[src/rtl/mem_apb4_ws.sv]
// APB4 slave SRAM with a fixed number of access-phase wait states and byte strobes.
// Out-of-range, misaligned and unprivileged-write accesses complete with PSLVERR.
module mem_apb4_ws #(
    parameter int AW       = 32,
    parameter int DW       = 32,
    parameter int LEN      = 8,
    parameter int WAIT     = 0,
    parameter int PROT_CHK = 1
) (
    input  logic            PCLK,
    input  logic            PRESETn,
    input  logic            PSEL,
    input  logic            PENABLE,
    input  logic [AW-1:0]   PADDR,
    input  logic            PWRITE,
    input  logic [DW-1:0]   PWDATA,
    input  logic [DW/8-1:0] PSTRB,
    input  logic [2:0]      PPROT,
    output logic [DW-1:0]   PRDATA,
    output logic            PREADY,
    output logic            PSLVERR,
    output logic [1:0]      o_dbg_state
);
    localparam int DS    = DW / 8;
    localparam int AL    = $clog2(DS);
    localparam int DEPTH = (2 ** LEN) / DS;
    localparam int IW    = LEN - AL;

    // Handshake: a transfer is one setup cycle (PSEL & ~PENABLE) followed by access
    // cycles (PSEL & PENABLE); it completes in the access cycle where PREADY = 1.
    typedef enum logic [1:0] {
        IDLE  = 2'd0,
        WAITS = 2'd1,
        DONE  = 2'd2
    } state_t;

    state_t        r_state;
    logic [3:0]    r_cnt;
    logic          r_ready;
    logic          r_slverr;
    logic          r_write;
    logic          r_err;
    logic [DW-1:0] r_rdata;
    logic [DW-1:0] r_wdata;
    logic [DS-1:0] r_strb;
    logic [IW-1:0] r_idx;
    logic [DW-1:0] r_mem [DEPTH];

    logic          w_setup;
    logic          w_in_err;
    logic [IW-1:0] w_in_idx;
    logic          w_enter_done;
    logic          w_fin_err;
    logic          w_fin_wr;
    logic [IW-1:0] w_fin_idx;
    logic          w_commit;
    logic          w_unused;

    assign w_setup  = (r_state == IDLE) && PSEL && !PENABLE;
    assign w_in_idx = PADDR[LEN-1:AL];
    assign w_in_err = (PADDR[AW-1:LEN] != '0) || (PADDR[AL-1:0] != '0)
                   || ((PROT_CHK != 0) && PWRITE && !PPROT[0]);

    // With no wait states the response is produced on the setup edge itself, so the
    // live bus values are used there instead of the (not yet captured) registers.
    assign w_enter_done = (w_setup && (WAIT == 0))
                       || ((r_state == WAITS) && PSEL && (r_cnt == 4'd0));
    assign w_fin_err = (r_state == IDLE) ? w_in_err : r_err;
    assign w_fin_wr  = (r_state == IDLE) ? PWRITE   : r_write;
    assign w_fin_idx = (r_state == IDLE) ? w_in_idx : r_idx;

    assign w_commit = (r_state == DONE) && PSEL && PENABLE && r_ready && r_write && !r_err;
    assign w_unused = ^PPROT[2:1];

    always_ff @(posedge PCLK or negedge PRESETn) begin
        if (!PRESETn) begin
            r_state  <= IDLE;
            r_cnt    <= 4'd0;
            r_ready  <= 1'b0;
            r_slverr <= 1'b0;
            r_rdata  <= '1;
            r_write  <= 1'b0;
            r_err    <= 1'b0;
            r_wdata  <= '0;
            r_strb   <= '0;
            r_idx    <= '0;
        end else begin
            case (r_state)
                IDLE: begin
                    if (w_setup) begin
                        r_idx   <= w_in_idx;
                        r_write <= PWRITE;
                        r_wdata <= PWDATA;
                        r_strb  <= PSTRB;
                        r_err   <= w_in_err;
                        r_cnt   <= (WAIT == 0) ? 4'd0 : 4'(WAIT - 1);
                        r_state <= (WAIT == 0) ? DONE : WAITS;
                    end
                end
                WAITS: begin
                    if (!PSEL) begin
                        r_state <= IDLE;
                    end else if (r_cnt == 4'd0) begin
                        r_state <= DONE;
                    end else begin
                        r_cnt <= r_cnt - 4'd1;
                    end
                end
                DONE:    r_state <= IDLE;
                default: r_state <= IDLE;
            endcase

            r_ready  <= w_enter_done;
            r_slverr <= w_enter_done && w_fin_err;
            if (w_enter_done && !w_fin_wr) begin
                r_rdata <= w_fin_err ? '0 : r_mem[w_fin_idx];
            end
        end
    end

    // Storage is deliberately left out of reset so it can map onto RAM.
    always_ff @(posedge PCLK) begin
        if (w_commit) begin
            for (int i = 0; i < DS; i++) begin
                if (r_strb[i]) begin
                    r_mem[r_idx][8*i +: 8] <= r_wdata[8*i +: 8];
                end
            end
        end
    end

    assign PRDATA      = r_rdata;
    assign PREADY      = r_ready;
    assign PSLVERR     = r_slverr;
    assign o_dbg_state = r_state;

endmodule

[config.mk]
export PLATFORM = sky130hd
export DESIGN_NAME = mem_apb4_ws
export DESIGN_NICKNAME = d
export VERILOG_FILES = /design/src/rtl/mem_apb4_ws.sv
export SDC_FILE = /design/constraint.sdc
export NUM_CORES = 2
export LEC_CHECK = 0
export CORE_MARGIN = 4
export CORE_UTILIZATION = 50
export CTS_CLUSTER_SIZE = 12
export DETAILED_ROUTE_END_ITERATION = 12
export DONT_BUFFER_PORTS = 1
export PLACE_DENSITY = 0.68
export SLEW_MARGIN = 20
export SYNTH_ARGS = -nofsm -noshare
export SYNTH_HDL_FRONTEND = slang
export SYNTH_SLANG_ARGS = --single-unit
[constraint.sdc]
create_clock -name PCLK -period 2.3 [get_ports PCLK]
set_input_delay 0.23 -clock PCLK [delete_from_list [all_inputs] [get_ports PCLK]]
set_output_delay 0.23 -clock PCLK [all_outputs]
set_load 0.005 [all_outputs]
==> results.ini <==
[outcome]
status=finished, violations left
violations=negative setup slack

[critical_path]
arrival_ps=3570
crit_type=flop to flop
crit_slowest_cell=dfrtp_2
cp_max_fo=10
cp-end-kind=flop
cpMostUsedCell=buf_4
path_delay_family=multiplexers
max_stage_delay_ps=480
crit_buf_inv=3
crit_chain=mux2_8, buf_4, buf_4, mux2i_1, mux2i_2, a32oi_2, nand3_2, a221oi_2, buf_4, o211ai_1
critPathLaunchType=flop
cp.required_ps=3050

[yosys]
yosys_register_bits=2127
synthFlopType=edfxtp_1
synthCells=6657
async_reset_ff_share_pct=3.71
synth_edf_count=2048
synth_nets=6733
avgSynthCellArea_um2=12.8
synth.distinct_cells=60
synth_area_leaders=edfxtp_1 (72%), nand2_1 (9.1%), nand3_1 (6.0%)
syn_area_um2=85100
synth_warnings=0
ys_seq_area_share_pct=74.6
synth_top_cell_by_area=edfxtp_1
synth_top_area_share_pct=72.3

[sta]
clock.fmax_mhz=355
setup_ws_ps=-516
rsz0062_at_grt=yes
fin_crit_ps=2820
hold_slack_ps=20.4
tns_ps=-60950
skew_ps=56.7
tightest_slew_ps=889
setup_viol=1024
drv_slew=0
final-hold-violation-count=0
slew_headroom_pct=40.7
period_share_pct=122

[power]
seqPwrFrac_pct=51.0
clockPowerShare_pct=36.7
power.leakage_uw=0.0368
p_comb_share_pct=12.3
p_per_area_nw_per_um2=848
switching_power_uw=21900
p_int_uw=65500
peakVddDrop_mv=0.976
switching_share_pct=25.0

[drt]
wire_per_inst_um=27.3
num_vias=59300
drc=0
drtAntennaViolNets=0
dr.pass1.iters=7
routed_wl_um=266000
viasPerCell=6.09
drtIter0Drc=8365

[clock_tree]
h-tree-depth=4
path_clk_slew_ps=60
cts_max_path_buffers=3
root_buffer=clkbuf_16
cts_sinks=2127
insertion_delay_ps=880
cts_tree=done
cts_buffers=209

[cells_and_area]
finalInstanceArea_um2=103000
fin_nets=7441
drive_gt1_share_pct=18.2
syn2layout_area_growth_pct=21.2
layoutNonFillerInstCount=9742

[global_routing]
grt_usage_pct=29.7
grt_overflow_total=0
grt_max_degree=73
grt_pass1_wl_um=381000
grt_pass1_vias=56600
antenna_found_initial=8

[placement]
pre_cts_ws_ps=-726
placed_cell_area_um2=94000
dp_cells=9251
port_buffers=0
place_hpwl_um=174000
place_congestion=0.953

[floorplan]
ios=112
die_y_um=421
die_w_um=421
rows=151
core_area_um2=169000
dieArea_um2=177000
start_util_pct=50.3

[min_path]
min_path_type=input pin to flop

[job]
drv_cap=0

## metrics by stage
stage	utilization (%)	total power, uW
after floorplan	-	49800
after global placement	55.6	54800
after detailed placement	55.6	55000
after CTS	60.3	87100
after global routing	60.9	89900
final	60.9	87400
## power by group through the flow
| stage | Combinational (uW) | Sequential, uW | Clock, uW |
|---|---|---|---|
| final | 10800 | 44500 | 32100 |
| after CTS | 10200 | 44500 | 32400 |
| after global placement | 9500 | 45300 | 0 |
| after global routing | 11300 | 44500 | 34000 |
| after floorplan | 4180 | 45600 | 0 |
| after detailed placement | 9680 | 45300 | 0 |
## cells in the mapped netlist (all sizes together), types with 2 or more instances
cell and instances:
mux4 12, a32o 6, dfrtp 47, o221ai 3, or3 23, o21ai 10, a311oi 106, and3 83
nand2 2064, nor4 22, o31ai 2, o2111ai 4, nor3 9, o311ai 2, nor3b 6, a21oi 76
a32oi 56, a21o 3, a211oi 3, o32ai 2, a221oi 18, nand3 1019, edfxtp 2048, or4 3
mux2 6, nor2 291, o211ai 13, a22oi 11, mux2i 115, and3b 2, nand4 50, inv 6
a21boi 2, a31o 2, a31oi 42, clkbuf 177, and2 9, dfstp 32, buf 259, nand2b 4
## cell families after synthesis
group | share of synthesized area, %
buffers and inverters | 2.38
other | 0.00441
AO/OA/AOI/OAI | 3.26
multiplexers | 1.77
flip-flops | 74.6
AND/OR/NAND/NOR | 18.0
## final timing paths
| path | from | to | slack [ps] | cells after the start |
|---|---|---|---|---|
| max | o_dbg_state[1] | PRDATA[24] | -520 | 10 |
| min | PADDR[6] | PRDATA[30] | 20 | 5 |
| max reg2reg | o_dbg_state[1] | PRDATA[24] | -520 | 10 |
| min reg2reg | r_err | r_err | 470 | 1 |
| max in group asynchronous | PRESETn | r_wdata[2] | 1800 | 3 |
| min in group asynchronous | PRESETn | PRDATA[28] | 190 | 2 |
## what timing repair did
action,4_1_cts,5_1_grt
setup endpoints to repair,251,1523
hold endpoints to repair,133,2
pin swaps,18,22
buffers inserted,17,13
cloned,6,8
hold buffers,77,1
resized for setup,115,156
## cells in the final DEF (no fill, tap or decap), drive strengths merged, types with 13 or more instances in the layout
cell type / n
a21oi: 76
and3: 83
a31oi: 42
a221oi: 18
nand3: 1019
edfxtp: 2048
or3: 23
dfstp: 32
clkbuf: 320
dfrtp: 47
dlygate4sd3: 73
nand4: 50
a32oi: 56
nand2: 2064
a311oi: 106
nor2: 291
nor4: 22
o211ai: 13
mux2i: 115
buf: 846
clkinv: 40
## sequential cells by signal, indices dropped and copies added, names as in the netlist
signal and count:
PREADY 1, r_mem 2048, r_wdata 32, r_idx 6, r_err 1, r_strb 4, PRDATA 32, PSLVERR 1
r_write 1, o_dbg_state 1
## worst min-delay path, delay by kind of cell
family	cells	cell delay (ps)
buffers and inverters	1	170
muxes	1	70
AOI/OAI and AO/OA	3	360
## layer usage
metal / global-route usage (%) / share of wire (%)
met5: 0 / 0.0045
met4: 16.6 / 6.5
met3: 6.93 / 12
met2: 45.5 / 45
met1: 39.3 / 36
## cell type report
type / count / area [um^2]
antenna: 5 / 12.5
multi-input combinational: 4090 / 20800
clock inverter: 53 / 579
fill: 12600 / 66100
tap: 2218 / 2780
clock buffer: 312 / 5760
timing repair buffer: 931 / 9660
inverter: 6 / 22.5
sequential: 2127 / 63600
Power figures use the tool's default switching activity.
